$ cat src/rtl/seg7_scan_driver_pkg.sv
// Shared types and constants for the two-digit seven-segment scan driver.
// Optional anti-ghost blanking states are enabled by SCAN_BLANK_EN.
package seg7_scan_pkg;

    typedef enum logic [1:0] {
        BLANK_0 = 2'd0,
        SHOW_0  = 2'd1,
        BLANK_1 = 2'd2,
        SHOW_1  = 2'd3
    } scan_state_e;

    localparam logic [6:0] SEG_OFF   = 7'h00;
    localparam logic [6:0] SEG_ALL   = 7'h7F;

    localparam logic [1:0] DIG_OFF   = 2'b00;
    localparam logic [1:0] DIG_UNITS = 2'b01;
    localparam logic [1:0] DIG_TENS  = 2'b10;

endpackage

$ cat src/rtl/seg7_scan_driver_if.sv
// Segment-pattern inputs and multiplexed display outputs of the scan driver.
interface seg7_scan_driver_if;

    logic [6:0] seg1In;
    logic [6:0] seg0In;
    logic       lampTest;
    logic [6:0] segOut;
    logic [1:0] digitEn;

    modport master (output seg1In, output seg0In, output lampTest,
                    input  segOut, input  digitEn);

    modport slave  (input  seg1In, input  seg0In, input  lampTest,
                    output segOut, output digitEn);

endinterface

$ cat src/rtl/seg7_scan_driver_input_filter.sv
// Two-flop synchroniser plus stability filter; shadow only follows a value
// that has been seen unchanged for STABLE_CYCLES consecutive samples.
module seg7_input_filter #(
    parameter int unsigned WIDTH         = 14,
    parameter int unsigned STABLE_CYCLES = 4
) (
    input  logic             clk_i,
    input  logic             rst_i,
    input  logic [WIDTH-1:0] data_i,
    output logic [WIDTH-1:0] data_o
);

    localparam int unsigned    CW      = $clog2(STABLE_CYCLES + 1);
    localparam logic [CW-1:0]  CNT_MAX = CW'(STABLE_CYCLES);

    logic [WIDTH-1:0] s1_q, s2_q, prev_q, shadow_q;
    logic [CW-1:0]    cnt_q, cnt_d;

    always_comb begin
        cnt_d = cnt_q;
        if (s2_q != prev_q) begin
            cnt_d = '0;
        end else if (cnt_q != CNT_MAX) begin
            cnt_d = cnt_q + 1'b1;
        end
    end

    always_ff @(posedge clk_i) begin
        if (rst_i) begin
            s1_q     <= '0;
            s2_q     <= '0;
            prev_q   <= '0;
            cnt_q    <= '0;
            shadow_q <= '0;
        end else begin
            s1_q   <= data_i;
            s2_q   <= s1_q;
            prev_q <= s2_q;
            cnt_q  <= cnt_d;
            if (cnt_q == CNT_MAX) begin
                shadow_q <= prev_q;
            end
        end
    end

    assign data_o = shadow_q;

endmodule

$ cat src/rtl/seg7_scan_driver.sv
// Two-digit seven-segment scan driver with registered, polarity-selectable outputs.
// Define SCAN_BLANK_EN to insert anti-ghost blank slots before each digit.
module seg7_scan_driver
    import seg7_scan_pkg::*;
#(
    parameter int unsigned CLK_HZ         = 40000000,
    parameter int unsigned SCAN_HZ        = 1000,
    parameter int unsigned BLANK_CYCLES   = 400,
    parameter int unsigned STABLE_CYCLES  = 4,
    parameter bit          SEG_ACTIVE_LOW = 1'b0,
    parameter bit          DIG_ACTIVE_LOW = 1'b0
) (
    input  logic                clock,
    input  logic                reset,
    seg7_scan_driver_if.slave   disp_if
);

    localparam int unsigned   DIGIT_TICKS = CLK_HZ / SCAN_HZ;
    localparam int unsigned   CW          = $clog2(DIGIT_TICKS);
    localparam logic [6:0]    SEG_INV     = SEG_ACTIVE_LOW ? SEG_ALL : SEG_OFF;
    localparam logic [1:0]    DIG_INV     = DIG_ACTIVE_LOW ? 2'b11 : DIG_OFF;

`ifdef SCAN_BLANK_EN
    localparam scan_state_e   FRAME_START = BLANK_0;
    localparam logic [CW-1:0] BLANK_LAST  = CW'(BLANK_CYCLES - 1);
    localparam logic [CW-1:0] SHOW_LAST   = CW'(DIGIT_TICKS - BLANK_CYCLES - 1);
`else
    localparam scan_state_e   FRAME_START = SHOW_0;
    localparam logic [CW-1:0] SHOW_LAST   = CW'(DIGIT_TICKS - 1);
`endif

    if (DIGIT_TICKS < 4 || BLANK_CYCLES >= DIGIT_TICKS || STABLE_CYCLES < 1) begin : g_bad_cfg
        $error("seg7_scan_driver: invalid scan/blank/stable parameters");
    end

    scan_state_e   state_q, state_d;
    logic [CW-1:0] cnt_q, cnt_d;
    logic [13:0]   shadow;
    logic [6:0]    disp_hi_q, disp_lo_q;
    logic [6:0]    seg_q, seg_d;
    logic [1:0]    dig_q, dig_d;
    logic          load_frame;

    seg7_input_filter #(
        .WIDTH         (14),
        .STABLE_CYCLES (STABLE_CYCLES)
    ) u_filter (
        .clk_i  (clock),
        .rst_i  (reset),
        .data_i ({disp_if.seg1In, disp_if.seg0In}),
        .data_o (shadow)
    );

    always_comb begin
        state_d = state_q;
        unique case (state_q)
`ifdef SCAN_BLANK_EN
            BLANK_0: if (cnt_q == BLANK_LAST) state_d = SHOW_0;
            SHOW_0:  if (cnt_q == SHOW_LAST)  state_d = BLANK_1;
            BLANK_1: if (cnt_q == BLANK_LAST) state_d = SHOW_1;
            SHOW_1:  if (cnt_q == SHOW_LAST)  state_d = BLANK_0;
`else
            SHOW_0:  if (cnt_q == SHOW_LAST)  state_d = SHOW_1;
            SHOW_1:  if (cnt_q == SHOW_LAST)  state_d = SHOW_0;
`endif
            default: state_d = FRAME_START;
        endcase

        cnt_d      = (state_d != state_q) ? '0 : cnt_q + 1'b1;
        // Reset parks the FSM in FRAME_START without a transition, so no reload then.
        load_frame = (state_d == FRAME_START) && (state_q != FRAME_START);

        seg_d = SEG_OFF;
        dig_d = DIG_OFF;
        case (state_q)
            SHOW_0: begin
                dig_d = DIG_UNITS;
                seg_d = disp_if.lampTest ? SEG_ALL : disp_lo_q;
            end
            SHOW_1: begin
                dig_d = DIG_TENS;
                seg_d = disp_if.lampTest ? SEG_ALL : disp_hi_q;
            end
            default: ;
        endcase
        seg_d = seg_d ^ SEG_INV;
        dig_d = dig_d ^ DIG_INV;
    end

    always_ff @(posedge clock) begin
        if (reset) begin
            state_q   <= FRAME_START;
            cnt_q     <= '0;
            disp_hi_q <= '0;
            disp_lo_q <= '0;
            seg_q     <= SEG_INV;
            dig_q     <= DIG_INV;
        end else begin
            state_q <= state_d;
            cnt_q   <= cnt_d;
            seg_q   <= seg_d;
            dig_q   <= dig_d;
            if (load_frame) begin
                disp_hi_q <= shadow[13:7];
                disp_lo_q <= shadow[6:0];
            end
        end
    end

    assign disp_if.segOut  = seg_q;
    assign disp_if.digitEn = dig_q;

endmodule

$ cat src/flat_wrapper.sv
// flat-port wrapper written by rule: the top's interface ports become plain ports
module seg7_scan_driver_flat import seg7_scan_pkg::*;
#(
    parameter int unsigned CLK_HZ         = 40000000,
    parameter int unsigned SCAN_HZ        = 1000,
    parameter int unsigned BLANK_CYCLES   = 400,
    parameter int unsigned STABLE_CYCLES  = 4,
    parameter bit          SEG_ACTIVE_LOW = 1'b0,
    parameter bit          DIG_ACTIVE_LOW = 1'b0
)
  (clock, reset, disp_if_seg1In, disp_if_seg0In, disp_if_lampTest, disp_if_segOut, disp_if_digitEn);
  seg7_scan_driver_if disp_if_i ();
  input  logic clock;
  input  logic reset;
  input wire logic [$bits(disp_if_i.seg1In)-1:0] disp_if_seg1In;
  input wire logic [$bits(disp_if_i.seg0In)-1:0] disp_if_seg0In;
  input wire logic [$bits(disp_if_i.lampTest)-1:0] disp_if_lampTest;
  output wire logic [$bits(disp_if_i.segOut)-1:0] disp_if_segOut;
  output wire logic [$bits(disp_if_i.digitEn)-1:0] disp_if_digitEn;
  assign disp_if_i.seg1In = disp_if_seg1In;
  assign disp_if_i.seg0In = disp_if_seg0In;
  assign disp_if_i.lampTest = disp_if_lampTest;
  assign disp_if_segOut = disp_if_i.segOut;
  assign disp_if_digitEn = disp_if_i.digitEn;
  seg7_scan_driver #(.CLK_HZ(CLK_HZ), .SCAN_HZ(SCAN_HZ), .BLANK_CYCLES(BLANK_CYCLES), .STABLE_CYCLES(STABLE_CYCLES), .SEG_ACTIVE_LOW(SEG_ACTIVE_LOW), .DIG_ACTIVE_LOW(DIG_ACTIVE_LOW)) u_core (.clock(clock), .reset(reset), .disp_if(disp_if_i));
endmodule
$ cat config.mk
export PLATFORM = sky130hd
export DESIGN_NAME = seg7_scan_driver_flat
export DESIGN_NICKNAME = d
export VERILOG_FILES = /design/src/rtl/seg7_scan_driver_pkg.sv /design/src/rtl/seg7_scan_driver_if.sv /design/src/rtl/seg7_scan_driver_input_filter.sv /design/src/rtl/seg7_scan_driver.sv /design/src/flat_wrapper.sv
export SDC_FILE = /design/constraint.sdc
export NUM_CORES = 1
export LEC_CHECK = 0
export BUFFER_PORTS_ARGS = -buffer_cell sky130_fd_sc_hd__clkbuf_2
export CAP_MARGIN = 20
export CORE_MARGIN = 2
export CORE_UTILIZATION = 53
export DETAILED_ROUTE_END_ITERATION = 12
export PLACE_DENSITY_LB_ADDON = 0.15
export SETUP_SLACK_MARGIN = 0.15
export SYNTH_ARGS = -nofsm -noshare
export SYNTH_HDL_FRONTEND = slang
export SYNTH_SLANG_ARGS = --single-unit
export TNS_END_PERCENT = 1
$ cat constraint.sdc
create_clock -name clock -period 1.5 [get_ports clock]
set_input_delay 0.15 -clock clock [delete_from_list [all_inputs] [get_ports clock]]
set_output_delay 0.15 -clock clock [all_outputs]
set_load 0.03 [all_outputs]
Word level (Yosys, flattened, before mapping)
Cells that the tools add are included.
- $add $sub $neg: 2
- equal/unequal tests: 9
- multiplexer cells: 7
- reductions and logical operators: 3
- operators with widths (kind ; number):
    $add A16 B1 Y16 const B ; 1
    $eq A16 B16 Y1 const B ; 1
    $mux W7 ; 2
    $ne A14 B14 Y1 ; 1
    $pmux W7 S2 ; 1
    $pmux W2 S2 ; 2
    $eq A2 B1 Y1 const B ; 2
    $mux W2 ; 2
    $reduce_or A2 Y1 ; 2
    $add A3 B1 Y3 const B ; 1
    $eq A3 B3 Y1 const B ; 1
    $ne A3 B3 Y1 const B ; 1
    $eq A2 B2 Y1 const B ; 1
    $ne A2 B1 Y1 const B ; 1
    $ne A2 B2 Y1 ; 1
    $logic_and A1 B1 Y1 ; 1
- register bits: 100
- output and inout port bits: 9
- word-level logic and storage cells: 32

Longest topological paths before layout
Gate-level depths: netlist of the first run.
- depth in word-level cells: 5
- depth in mapped cells: 7
- depth with buffers taken out: 5

By module
Synthesis of the first run repeated with hierarchy kept, for this count alone.
- cell total of the unflattened synthesis: 372
- area, all modules: 3657.3 um^2
- modules (own cells, without submodules) (module ; times used ; cells an instance ; area an instance (um^2) ; sequential area each (um^2)):
    seg7_input_filter ; 1 ; 186 ; 1898.1 ; 1181.1
    seg7_scan_driver ; 1 ; 186 ; 1759.2 ; 820.8

Worst setup path before layout of the first run
No wires, ideal clock.
- path type: flip-flop to flip-flop
- start: reg u_core.cnt_q[7]
- end: reg u_core.cnt_q[15]
- setup time: 0.070 ns
- data arrival time: 1.514 ns
- slack: -0.085 ns
- stages on the path, launching flop included: 5
- cell sequence: dfxtp_1 > nand4_2 > or4_1 > or3_1 > a21oi_1
- cells in the longest elaborated chain, start to end: 5
- elaborated cells on any way between the ends: 7
- those cells by class: add/sub: 1; eq/ne: 2; mux: 3; reduce/logical: 1
- RTL lines (what ; RTL line ; source):
    start, declared ; seg7_scan_driver.sv:37 ; logic [CW-1:0] cnt_q, cnt_d;
    start signal, assigned ; seg7_scan_driver.sv:100 ; cnt_q <= cnt_d;
    $eq A16 B16 Y1 ; seg7_scan_driver.sv:63, seg7_scan_driver.sv:64 ;
    $mux W2 (on tied branches) ; seg7_scan_driver.sv:64, seg7_scan_driver.sv:63 ;
    $pmux W2 S2 ; seg7_scan_driver.sv:56 ; unique case (state_q)
    $ne A2 B2 Y1 ; seg7_scan_driver.sv:69 ; cnt_d = (state_d != state_q) ? '0 : cnt_q + 1'b1;
    $reduce_or A2 Y1 (no line) ; n/a ;
Several ways; a longest one is shown, not always the timed one.
A chain may end at the register's enable or synchronous reset.

Worst setup path after layout of the first run
Ends and elaborated chain as after synthesis.

==> results.md, run 1 <==
* Worst R2R End: u_core.cnt_q[15]$_SDFF_PP0_
* Die span in x at 88.7 um
* 1st-iter DRT viols at 209
* Setup crit start kind: register
* Final Cycle Share at 108%
* Hold Slack at 144 ps
* Number of inserted diodes at 0
* Hold Path Depth at 3
* Synth-to-Final Area Change at 24.2%
* CTS buffer count at 9
* Fin crit period at 1620 ps
* Post-route ant nets at 0
* Worst Path Required at 1800 ps
* CP max FO at 4
* Synth Register Bits at 100
* Achievable frequency at 0.619 GHz
* CTS root buffer: clkbuf_8
* Pins Over Slew Limit at 0
* Worst-path clk slew at 100 ps
* Input/output buffers at 25
* Design area at 4720 sq um
* Worst Clk Skew at 6.07 ps
* Fin nets at 478
* PD cells at 991 nW/um^2
* Fin worst setup slack at -116 ps
* Final GP Congestion at 0.844
* Total congestion overflow at 0
* Crit Path Class: reg2reg
* Hold Fails Final Rpt at 0
* CTS tree: done
* Most frequent cell after synthesis: dfxtp_1
* Vias in the first global route at 2,664
* Final design utilization at 68.7%
* Final WL at 7.11 mm
* Yosys top cell by area: dfxtp_1
* DPL Wire Length at 4.61 mm
* First-pass DRT Iterations at 4
* Synth cell types at 31
* RR Startpoint: u_core.cnt_q[7]$_SDFF_PP0_
* Worst R2R Path Depth at 5
* Post-synth EDFFs at 0
* Ys Warns at 0
* Detailed-route DRC error count at 0
* First-pass GRT wire length at 12.1 mm
* Status: finished, violations left
* Failing checks: setup timing
* Initial antenna violation count at 0
* Overall power at 4680 uW
* Die area at 7860 sq um
* Critical Path Sink Type: register
* Commonest cells in the netlist: dfxtp_1, nand2_1, nor2b_1
* DR vias at 2,885
* Largest net degree at the start of global routing at 78
* Clk buf depth at 2
* WL/cell at 12.7 um
* Hold endpoint: u_core.disp_if.segOut[1]$_SDFF_PP0_
* R2r setup slk at -120 ps
* Number of fill cells in the layout at 540
* Vias per cell at 5.16
* Syn Nets at 427
* H-tree lvl count at 3
* Leak at 0.00178 uW
* Clock sink count at 100
* Area after DPL at 4230 sq um
* Row count at 30
* Final setup fails at 7
* Synth Instances at 407
* Sequential area share after synthesis at 52.7%
* Gr usage total at 19.7%
* Share of the synthesized area in the top cell type at 52.7%
* Area of the mapped netlist at 3800 sq um
* Share of post-route cells with drive strength above 1 at 22.0%
* Dpl ws at -135 ps
* RSZ-0062 raised after global routing: true
* Core area at 6870 sq um
* Die Ht at 88.7 um
* Post-synth ARST share at 0%
* Max rail drop VDD at 0.000726 V
* Worst-Skew Late Latency at 360 ps
* Post-Syn Area per Cell at 9.34 sq um
* Hold path startpoint: disp_if_lampTest
* Ranking of synthesized cells by area: dfxtp_1, nor2b_1, nand2_1
* WP data arrival at 1920 ps
* Most used flip-flop cell after synthesis: dfxtp_1
* Hold crit path type: in2reg
* Max-Cap Viols at 0
* Top Ports at 26
* Initial Util at 55.3%
critical path, stage by stage, from the launching register on:
cell,delay (ps)
dfxtp_4,380
buf_12,110
nand4_4,100
or4_4,500
or3_4,340
a21oi_2,120
routing by layer:
layer,up-vias,global-route usage [%],routed length (um)
li1,1493,-,-
met1,1326,25.5,3330
met2,60,32.0,3450
met3,6,5.88,259
met4,0,5.51,68
met5,-,0,0
per-stage QoR:
step                TNS [ps]  std cells
floorplan                  0        407
global placement       -54.6        527
detailed placement      -609        527
CTS                     -659        558
global route           -1850        559
finish                  -259        559
state kept, by name, indices dropped and copies added (netlist names), 3 cells and up:
signal,count
u_core.disp_lo_q,7
u_core.cnt_q,16
u_core.u_filter.s2_q,14
u_core.disp_if.segOut,7
u_core.u_filter.s1_q,14
u_core.u_filter.prev_q,14
u_core.u_filter.cnt_q,3
u_core.u_filter.data_o,14
u_core.disp_hi_q,7
layout by cell type (no fill, tap or decap), types with 14 or more instances in the layout:
cell,netlist,layout
nor3b_1,14,14
a21oi_1,23,22
nand2_1,50,49
dfxtp_1,100,89
dlygate4sd3_1,0,14
nand4b_1,14,14
buf_4,0,21
clkbuf_2,0,25
nor2b_1,50,50
nor2_1,28,27
xor2_1,17,17
worst max-delay path by stage:
stage                          startpoint  cells after the start                                to  slack (ps)
2_1_floorplan  u_core.cnt_q[3]$_SDFF_PP0_                      4       u_core.cnt_q[15]$_SDFF_PP0_          30
3_3_place_gp   u_core.cnt_q[7]$_SDFF_PP0_                      5       u_core.cnt_q[15]$_SDFF_PP0_         -50
3_5_place_dp   u_core.cnt_q[7]$_SDFF_PP0_                      5       u_core.cnt_q[15]$_SDFF_PP0_        -140
4_1_cts        u_core.cnt_q[6]$_SDFF_PP0_                      5       u_core.cnt_q[15]$_SDFF_PP0_        -110
5_1_grt        u_core.cnt_q[7]$_SDFF_PP0_                      4  u_core.disp_hi_q[1]$_SDFFE_PP0P_        -140
6_report       u_core.cnt_q[7]$_SDFF_PP0_                      5       u_core.cnt_q[15]$_SDFF_PP0_        -120
layout make-up:
type | instances | area (sq um) | area share [%]
sequential | 100 | 2020 | 42.8
clock inverter | 6 | 62.6 | 1.33
clock buffer | 10 | 138 | 2.92
tap | 96 | 120 | 2.55
timing repair buffer | 67 | 546 | 11.6
inverter | 6 | 22.5 | 0.477
multi-input combinational | 274 | 1810 | 38.3
where the power goes:
part / total [uW] / switching [uW] / internal, uW
combinational: 261 / 139 / 122
clock: 1680 / 984 / 698
sequential: 2730 / 23.7 / 2710
logic make-up (layout without fill, tap and decap cells):
| kind of cell | Yosys count | count (layout) | share of synthesized area, % |
|---|---|---|---|
| simple gates | 189 | 189 | 27.4 |
| flops | 100 | 100 | 52.7 |
| compound gates | 52 | 52 | 8.92 |
| buf+inv | 33 | 89 | 3.26 |
| xor+xnor | 29 | 29 | 6.68 |
| fa+ha+maj | 3 | 3 | 0.988 |
| other cells | 1 | 1 | 0.0987 |
repair_timing:
action	4_1_cts	5_1_grt
setup buffers	1	1
gates resized for setup	18	19
hold buffers	14	0
pin swaps	6	9
endpoints found under the setup margin	46	47
hold endpoints to repair	14	0
Note: power is estimated with default switching activity, not from simulation.
==> run 2: changes to the inputs <==
--- a/config.mk
+++ b/config.mk
@@ -6,7 +6,7 @@
 export NUM_CORES = 1
 export LEC_CHECK = 0
 export BUFFER_PORTS_ARGS = -buffer_cell sky130_fd_sc_hd__clkbuf_2
-export CAP_MARGIN = 20
+export CAP_MARGIN = 10
 export CORE_MARGIN = 2
 export CORE_UTILIZATION = 53
 export DETAILED_ROUTE_END_ITERATION = 12
@@ -14,5 +14,6 @@
 export SETUP_SLACK_MARGIN = 0.15
 export SYNTH_ARGS = -nofsm -noshare
 export SYNTH_HDL_FRONTEND = slang
+export SYNTH_HIERARCHICAL = 1
 export SYNTH_SLANG_ARGS = --single-unit
 export TNS_END_PERCENT = 1
==> run 2 against run 1 <==
The flow now finishes without violations; register-to-register slack better by 120 ps; clock power down 5%; via count down 15%; final area down 8.1%; utilization down 4.1 points; final cell count down 9.3%; setup slack better by 120 ps; worst hold slack worse by 140 ps; wire length down 19%; sequential share of layout area up 3.5 points; critical path type unchanged; largest cell class unchanged; largest power group unchanged; highest routed layer unchanged.
==> results.md, run 2 <==
* RR Startpoint: u_core/cnt_q[6]$_SDFF_PP0_ (was u_core.cnt_q[7]$_SDFF_PP0_)
* Gr usage total at 16.5% (was 19.7%)
* Row count at 30 (unchanged)
* First-pass GRT wire length at 9.77 mm (was 12.1 mm)
* Syn Nets at 392 (was 427)
* Ranking of synthesized cells by area: dfxtp_1, nor2b_1, nand2b_1 (was dfxtp_1, nor2b_1, nand2_1)
* Post-route ant nets at 0 (unchanged)
* Final GP Congestion at 0.821 (was 0.844)
* Fin crit period at 1490 ps (was 1620 ps)
* Hold path startpoint: disp_if_seg0In[6] (was disp_if_lampTest)
* Status: completed (was finished, violations left)
* CTS tree: done (unchanged)
* Post-synth EDFFs at 0 (unchanged)
* Worst Path Required at 1790 ps (was 1800 ps)
* Max rail drop VDD at 0.000672 V (was 0.000726 V)
* Share of post-route cells with drive strength above 1 at 18.3% (was 22.0%)
* Largest net degree at the start of global routing at 85 (was 78)
* CP max FO at 3 (was 4)
* Area of the mapped netlist at 3660 sq um (was 3800 sq um)
* Hold Slack at 7.80 ps (was 144 ps)
* Clock sink count at 100 (unchanged)
* Worst-Skew Late Latency at 360 ps (about the same)
* Die area at 7580 sq um (was 7860 sq um)
* Crit Path Class: reg2reg (unchanged)
* CTS root buffer: clkbuf_8 (unchanged)
* Post-Syn Area per Cell at 9.83 sq um (was 9.34 sq um)
* WL/cell at 11.4 um (was 12.7 um)
* DPL Wire Length at 3.76 mm (was 4.61 mm)
* Final setup fails at 0 (was 7)
* Final WL at 5.78 mm (was 7.11 mm)
* Commonest non-fill, non-tap cell in the layout: dfxtp_1 (unchanged)
* Fin nets at 442 (was 478)
* Hold Fails Final Rpt at 0 (unchanged)
* RSZ-0062 raised after global routing: true (unchanged)
* DR vias at 2,450 (was 2,885)
* First-pass DRT Iterations at 4 (unchanged)
* H-tree lvl count at 3 (unchanged)
* Synth Instances at 372 (was 407)
* Vias in the first global route at 2,331 (was 2,664)
* Synth-to-Final Area Change at 18.6% (was 24.2%)
* Core area at 6720 sq um (was 6870 sq um)
* Vias per cell at 4.83 (was 5.16)
* Setup TNS at 0 ps (was -259 ps)
* Commonest non-fill, non-tap cells in the layout: dfxtp_1, nor2b_1, nand2_1 (unchanged)
* Most used flip-flop cell after synthesis: dfxtp_1 (unchanged)
* Worst Clk Skew at 9.53 ps (was 6.07 ps)
* Detailed-route DRC error count at 0 (unchanged)
* Initial antenna violation count at 0 (unchanged)
* Die span in x at 87.1 um (was 88.7 um)
* Setup crit start kind: register (unchanged)
* Final Cycle Share at 99.6% (was 108%)
* Sequential area share after synthesis at 54.7% (was 52.7%)
* 1st-iter DRT viols at 112 (was 209)
* Hold crit path type: in2reg (unchanged)
* Synth cell types at 36 (was 31)
* PD cells at 1050 nW/um^2 (was 991 nW/um^2)
* Max FFs per register at 16 (unchanged)
* Pins Over Slew Limit at 0 (unchanged)
* Critical Path Sink Type: register (unchanged)
* Top Ports at 26 (unchanged)
* CTS buffer count at 9 (unchanged)
* Initial Util at 54.4% (was 55.3%)
* Total congestion overflow at 0 (unchanged)
* Hold endpoint: u_core/u_filter/s1_q[6]$_SDFF_PP0_ (was u_core.disp_if.segOut[1]$_SDFF_PP0_)
* Input/output buffers at 25 (unchanged)
* Yosys top cell by area: dfxtp_1 (unchanged)
* Post-synth ARST share at 0% (unchanged)
* Commonest cells in the netlist: dfxtp_1, nor2b_1, nand2_1 (was dfxtp_1, nand2_1, nor2b_1)
* Most frequent cell after synthesis: dfxtp_1 (unchanged)
* Ys Warns at 6 (was 0)
* Synth Register Bits at 100 (unchanged)
* Achievable frequency at 0.669 GHz (was 0.619 GHz)
* Worst-path clk slew at 100 ps (about the same)
* Share of the synthesized area in the top cell type at 54.7% (was 52.7%)
* Most flop-heavy register: u_core/cnt_q (was u_core.cnt_q)
* Number of inserted diodes at 0 (unchanged)
* Clk buf depth at 2 (unchanged)
* Worst R2R Path Depth at 4 (was 5)
* Die Ht at 87.1 um (was 88.7 um)
* R2r setup slk at 6 ps (was -120 ps)
* Hold Path Depth at 2 (was 3)
* Worst R2R End: u_core/cnt_q[15]$_SDFF_PP0_ (was u_core.cnt_q[15]$_SDFF_PP0_)
* Leak at 0.00172 uW (was 0.00178 uW)
* Max-Cap Viols at 0 (unchanged)
* WP data arrival at 1780 ps (was 1920 ps)
## run 2: cell count changes in the layout (fill, tap and decap cells not counted), moves of 5 or more
cell      before  now
a21oi_1       22   17
nand4b_1      14    1
mux2i_1        0   14
nor3b_1       14    0
nor2b_1       50   43
buf_4         21   16
nand2_1       49   35
a31oi_1        7    0
o311ai_0       7    0
nand2b_1       1   29
and2_1         1    6
o311ai_1       6    0
## run 2: worst max-delay path by stage
stage          cells after the start  slack [ps]                          endpoint                         from
6_report                           4           6       u_core/cnt_q[15]$_SDFF_PP0_   u_core/cnt_q[6]$_SDFF_PP0_
3_5_place_dp                       4         -30       u_core/cnt_q[12]$_SDFF_PP0_  u_core/cnt_q[14]$_SDFF_PP0_
3_3_place_gp                       5          10  u_core/disp_hi_q[4]$_SDFFE_PP0P_   u_core/cnt_q[6]$_SDFF_PP0_
2_1_floorplan                      6         -10  u_core/disp_hi_q[4]$_SDFFE_PP0P_  u_core/cnt_q[14]$_SDFF_PP0_
5_1_grt                            3         -70       u_core/cnt_q[15]$_SDFF_PP0_   u_core/cnt_q[3]$_SDFF_PP0_
4_1_cts                            5         -20  u_core/disp_hi_q[2]$_SDFFE_PP0P_  u_core/cnt_q[14]$_SDFF_PP0_
## run 2: where the power goes
| part | leakage [uW] | internal [uW] | total (uW) | switching, uW |
|---|---|---|---|---|
| clock network | 0.0000938 | 640 | 1590 | 949 |
| logic | 0.000806 | 127 | 244 | 117 |
| registers | 0.000818 | 2710 | 2730 | 23.0 |
## run 2: final cells by class
type                       instances  area [sq um]
clock buffer                      10           128
clock inverter                     6          55.1
fill                             556          2380
inverter                           7          26.3
multi-input combinational        248          1600
sequential                       100          2010
tap                               80           100
timing repair buffer              56           415
## run 2: critical path, stage by stage, from the launching register on
cell,delay [ps]
dfxtp_2,410
nand4_4,110
or2_0,240
or4_1,510
a21oi_1,160
## run 2: logic make-up after synthesis
group | after synthesis | share of synthesized area, %
AND/OR/NAND/NOR | 174 | 26.0
flip-flops | 100 | 54.7
AO/OA/AOI/OAI | 28 | 4.55
XOR/XNOR | 28 | 6.71
buffers and inverters | 24 | 3.01
multiplexers | 14 | 3.83
adder cells (fa/ha/maj) | 3 | 1.03
other | 1 | 0.103
## run 2: stage by stage
stage / total power, uW / std cells / utilization, % / setup slack, ps / cell area (sq um)
final: 4570 / 507 / 64.5 / 6.13 / 4340
after detailed placement: 3010 / 478 / 58.9 / -27.7 / 3960
after floorplan: 2950 / 372 / - / -11.7 / 3660
after CTS: 4620 / 507 / 63.9 / -23.3 / 4290
after global placement: 3010 / 478 / 58.9 / 13.0 / 3960
after global routing: 4750 / 507 / 64.5 / -66.3 / 4340
## run 2: timing repair
item / CTS / global route
hold endpoints to repair: 13 / 0
setup endpoints to repair: 45 / 32
resized for setup: 10 / 9
setup buffers: 0 / 0
hold buffers: 13 / 0
pin swaps: 1 / 3
## run 2: per-layer routing
metal,track usage [%],vias up,wire (um)
met5,0,-,0
met4,6.39,0,87
met3,6.07,8,274
met2,28.1,49,2650
met1,18.9,1091,2770
li1,-,1302,-
==> run 3: changes to the inputs <==
--- a/config.mk
+++ b/config.mk
@@ -8,7 +8,7 @@
 export BUFFER_PORTS_ARGS = -buffer_cell sky130_fd_sc_hd__clkbuf_2
 export CAP_MARGIN = 10
 export CORE_MARGIN = 2
-export CORE_UTILIZATION = 53
+export CORE_UTILIZATION = 30
 export DETAILED_ROUTE_END_ITERATION = 12
 export PLACE_DENSITY_LB_ADDON = 0.15
 export SETUP_SLACK_MARGIN = 0.15
==> run 3 against run 2 <==
Maximum frequency rose by 0.44%; wire length rose by 6.7%; non-clock buffer count fell by 7.
==> results.md, run 3 (synthesis gave the netlist of run 2 again) <==
* Status: completed (unchanged)
* Hold Slack at 17.2 ps (was 7.80 ps)
* Internal power at 4200 uW (was 3480 uW)
* CTS buffer count at 9 (unchanged)
* Leak at 0.00179 uW (was 0.00172 uW)
* Share of post-route cells with drive strength above 1 at 21.0% (was 18.3%)
* Post-CTS Setup Repair Bufs at 0 (unchanged)
* Clock power share at 44.8% (was 34.8%)
* WL/cell at 10.9 um (was 11.4 um)
* Hold Path Depth at 2 (unchanged)
* RSZ-0062 raised after global routing: true (unchanged)
* DPL Wire Length at 4.15 mm (was 3.76 mm)
* RR Startpoint: u_core/cnt_q[13]$_SDFF_PP0_ (was u_core/cnt_q[6]$_SDFF_PP0_)
* Initial antenna violation count at 0 (unchanged)
* Final Cycle Share at 99.2% (was 99.6%)
* Dpl cells at 546 (was 478)
* First-pass DRT Iterations at 4 (unchanged)
* Synth-to-Final Area Change at 24.3% (was 18.6%)
* Gr usage total at 10.1% (was 16.5%)
* Final WL at 6.17 mm (was 5.78 mm)
* Hold path startpoint: disp_if_seg1In[3] (was disp_if_seg0In[6])
* Switch share at 21.9% (was 23.8%)
* CTS tree: done (unchanged)
* Logic pwr share at 4.3% (was 5.3%)
* Commonest non-fill, non-tap cells in the layout: dfxtp_1, nor2b_1, nand2_1 (unchanged)
* Worst-Skew Late Latency at 340 ps (was 360 ps)
* Design area at 4550 sq um (was 4340 sq um)
* Clk buf depth at 2 (unchanged)
* Worst R2R End: u_core/disp_lo_q[0]$_SDFFE_PP0P_ (was u_core/cnt_q[15]$_SDFF_PP0_)
* Hold crit path type: in2reg (unchanged)
* Setup crit start kind: register (unchanged)
* Register area at 2020 sq um (was 2010 sq um)
* Worst Clk Skew at 7.63 ps (was 9.53 ps)
* Crit Path Class: reg2reg (unchanged)
* Fin nets at 435 (was 442)
* Dpl ws at -46.4 ps (was -27.7 ps)
* Final setup fails at 0 (unchanged)
* Row count at 40 (was 30)
* Fin crit period at 1490 ps (about the same)
* 1st-iter DRT viols at 115 (was 112)
* Max FFs per register at 16 (unchanged)
* PD cells at 1180 nW/um^2 (was 1050 nW/um^2)
* Initial Util at 30.6% (was 54.4%)
* Die area at 13,100 sq um (was 7580 sq um)
* Die Ht at 114 um (was 87.1 um)
* Hold Fails Final Rpt at 0 (unchanged)
* Fin worst setup slack at 12.6 ps (was 6.13 ps)
* CTS root buffer: clkbuf_16 (was clkbuf_8)
* CP max FO at 14 (was 3)
* Max-Cap Viols at 0 (unchanged)
* Top Ports at 26 (unchanged)
* First-pass GRT wire length at 10.4 mm (was 9.77 mm)
* Critical Path Sink Type: register (unchanged)
* Vias in the first global route at 2,173 (was 2,331)
* Commonest non-fill, non-tap cell in the layout: dfxtp_1 (unchanged)
* Switching power at 1180 uW (was 1090 uW)
* Reg power frac at 50.9% (was 59.9%)
* Worst Path Required at 1730 ps (was 1790 ps)
* WP data arrival at 1710 ps (was 1780 ps)
* Vias per cell at 4.25 (was 4.83)
* Pins Over Slew Limit at 0 (unchanged)
* Achievable frequency at 0.672 GHz (was 0.669 GHz)
* Worst-path clk slew at 70 ps (was 100 ps)
* Setup TNS at 0 ps (unchanged)
* DR vias at 2,409 (was 2,450)
* Post-route ant nets at 0 (unchanged)
* Number of inserted diodes at 0 (unchanged)
* Input/output buffers at 25 (unchanged)
* R2r setup slk at 10 ps (was 6 ps)
* Die span in x at 114 um (was 87.1 um)
* Final GP Congestion at 0.692 (was 0.821)
* Core area at 12,000 sq um (was 6720 sq um)
* Worst R2R Path Depth at 5 (was 4)
* Clock sink count at 100 (unchanged)
* Number of fill cells in the layout at 1,225 (was 556)
* Largest net degree at the start of global routing at 85 (unchanged)
* Multi-input gate area at 1660 sq um (was 1600 sq um)
* Total congestion overflow at 0 (unchanged)
* Detailed-route DRC error count at 0 (unchanged)
* Hold endpoint: u_core/u_filter/s1_q[10]$_SDFF_PP0_ (was u_core/u_filter/s1_q[6]$_SDFF_PP0_)
* Most flop-heavy register: u_core/cnt_q (unchanged)
* H-tree lvl count at 3 (unchanged)
* Final Non-Filler Cells at 567 (was 507)
* Max rail drop VDD at 0.000531 V (was 0.000672 V)
* Area after DPL at 4050 sq um (was 3960 sq um)
-- run 3: worst max-delay path by stage --
stage,to,depth (start not counted),slack (ps),start
3_3_place_gp,u_core/cnt_q[14]$_SDFF_PP0_,5,-40,u_core/cnt_q[0]$_SDFF_PP0_
5_1_grt,u_core/disp_lo_q[0]$_SDFFE_PP0P_,5,-60,u_core/cnt_q[13]$_SDFF_PP0_
3_5_place_dp,u_core/cnt_q[11]$_SDFF_PP0_,4,-50,u_core/cnt_q[6]$_SDFF_PP0_
6_report,u_core/disp_lo_q[0]$_SDFFE_PP0P_,5,10,u_core/cnt_q[13]$_SDFF_PP0_
4_1_cts,u_core/disp_lo_q[0]$_SDFFE_PP0P_,5,8,u_core/cnt_q[13]$_SDFF_PP0_
2_1_floorplan,u_core/disp_hi_q[4]$_SDFFE_PP0P_,6,-10,u_core/cnt_q[14]$_SDFF_PP0_
-- run 3: critical path, cell delays in order, from the launching register on --
cell and delay, ps:
dfxtp_2 330, nor4b_4 270, nand4b_1 160, o31a_1 300
buf_12 170, mux2i_2 140
-- run 3: timing repair --
action | in CTS | in global routing
endpoints found under the hold margin | 5 | 0
pin swaps | 3 | 6
resized for setup | 6 | 26
endpoints found under the setup margin | 46 | 45
hold buffers | 5 | 0
-- run 3: power groups by stage --
stage | combinational, uW | clock, uW | sequential [uW]
after floorplan | 136 | 0 | 2810
after global routing | 260 | 2590 | 2740
after detailed placement | 220 | 0 | 2800
after CTS | 231 | 2510 | 2740
final | 233 | 2410 | 2740
after global placement | 218 | 0 | 2800
-- run 3: area by class of cell --
type / count / share of cell area (%)
well taps: 147 / 4.05
repair buffers: 49 / 7.54
flip-flops and latches: 100 / 44.3
clock inverters: 6 / 1.73
multi-input cells: 248 / 36.5
inverters: 7 / 0.578
clock buffers: 10 / 5.26
-- run 3: per-stage QoR --
step	utilization, %	total power (uW)
floorplan	-	2950
global placement	33.9	3020
detailed placement	33.9	3020
CTS	37.1	5480
global route	38.0	5590
finish	38.0	5380
-- run 3: metal layers --
metal	global-route usage, %	up-vias	wire length (um)
li1	-	1292	-
met1	13.3	1070	3270
met5	0	-	0
met3	4.29	9	288
met2	14.3	38	2510
met4	4.31	0	99
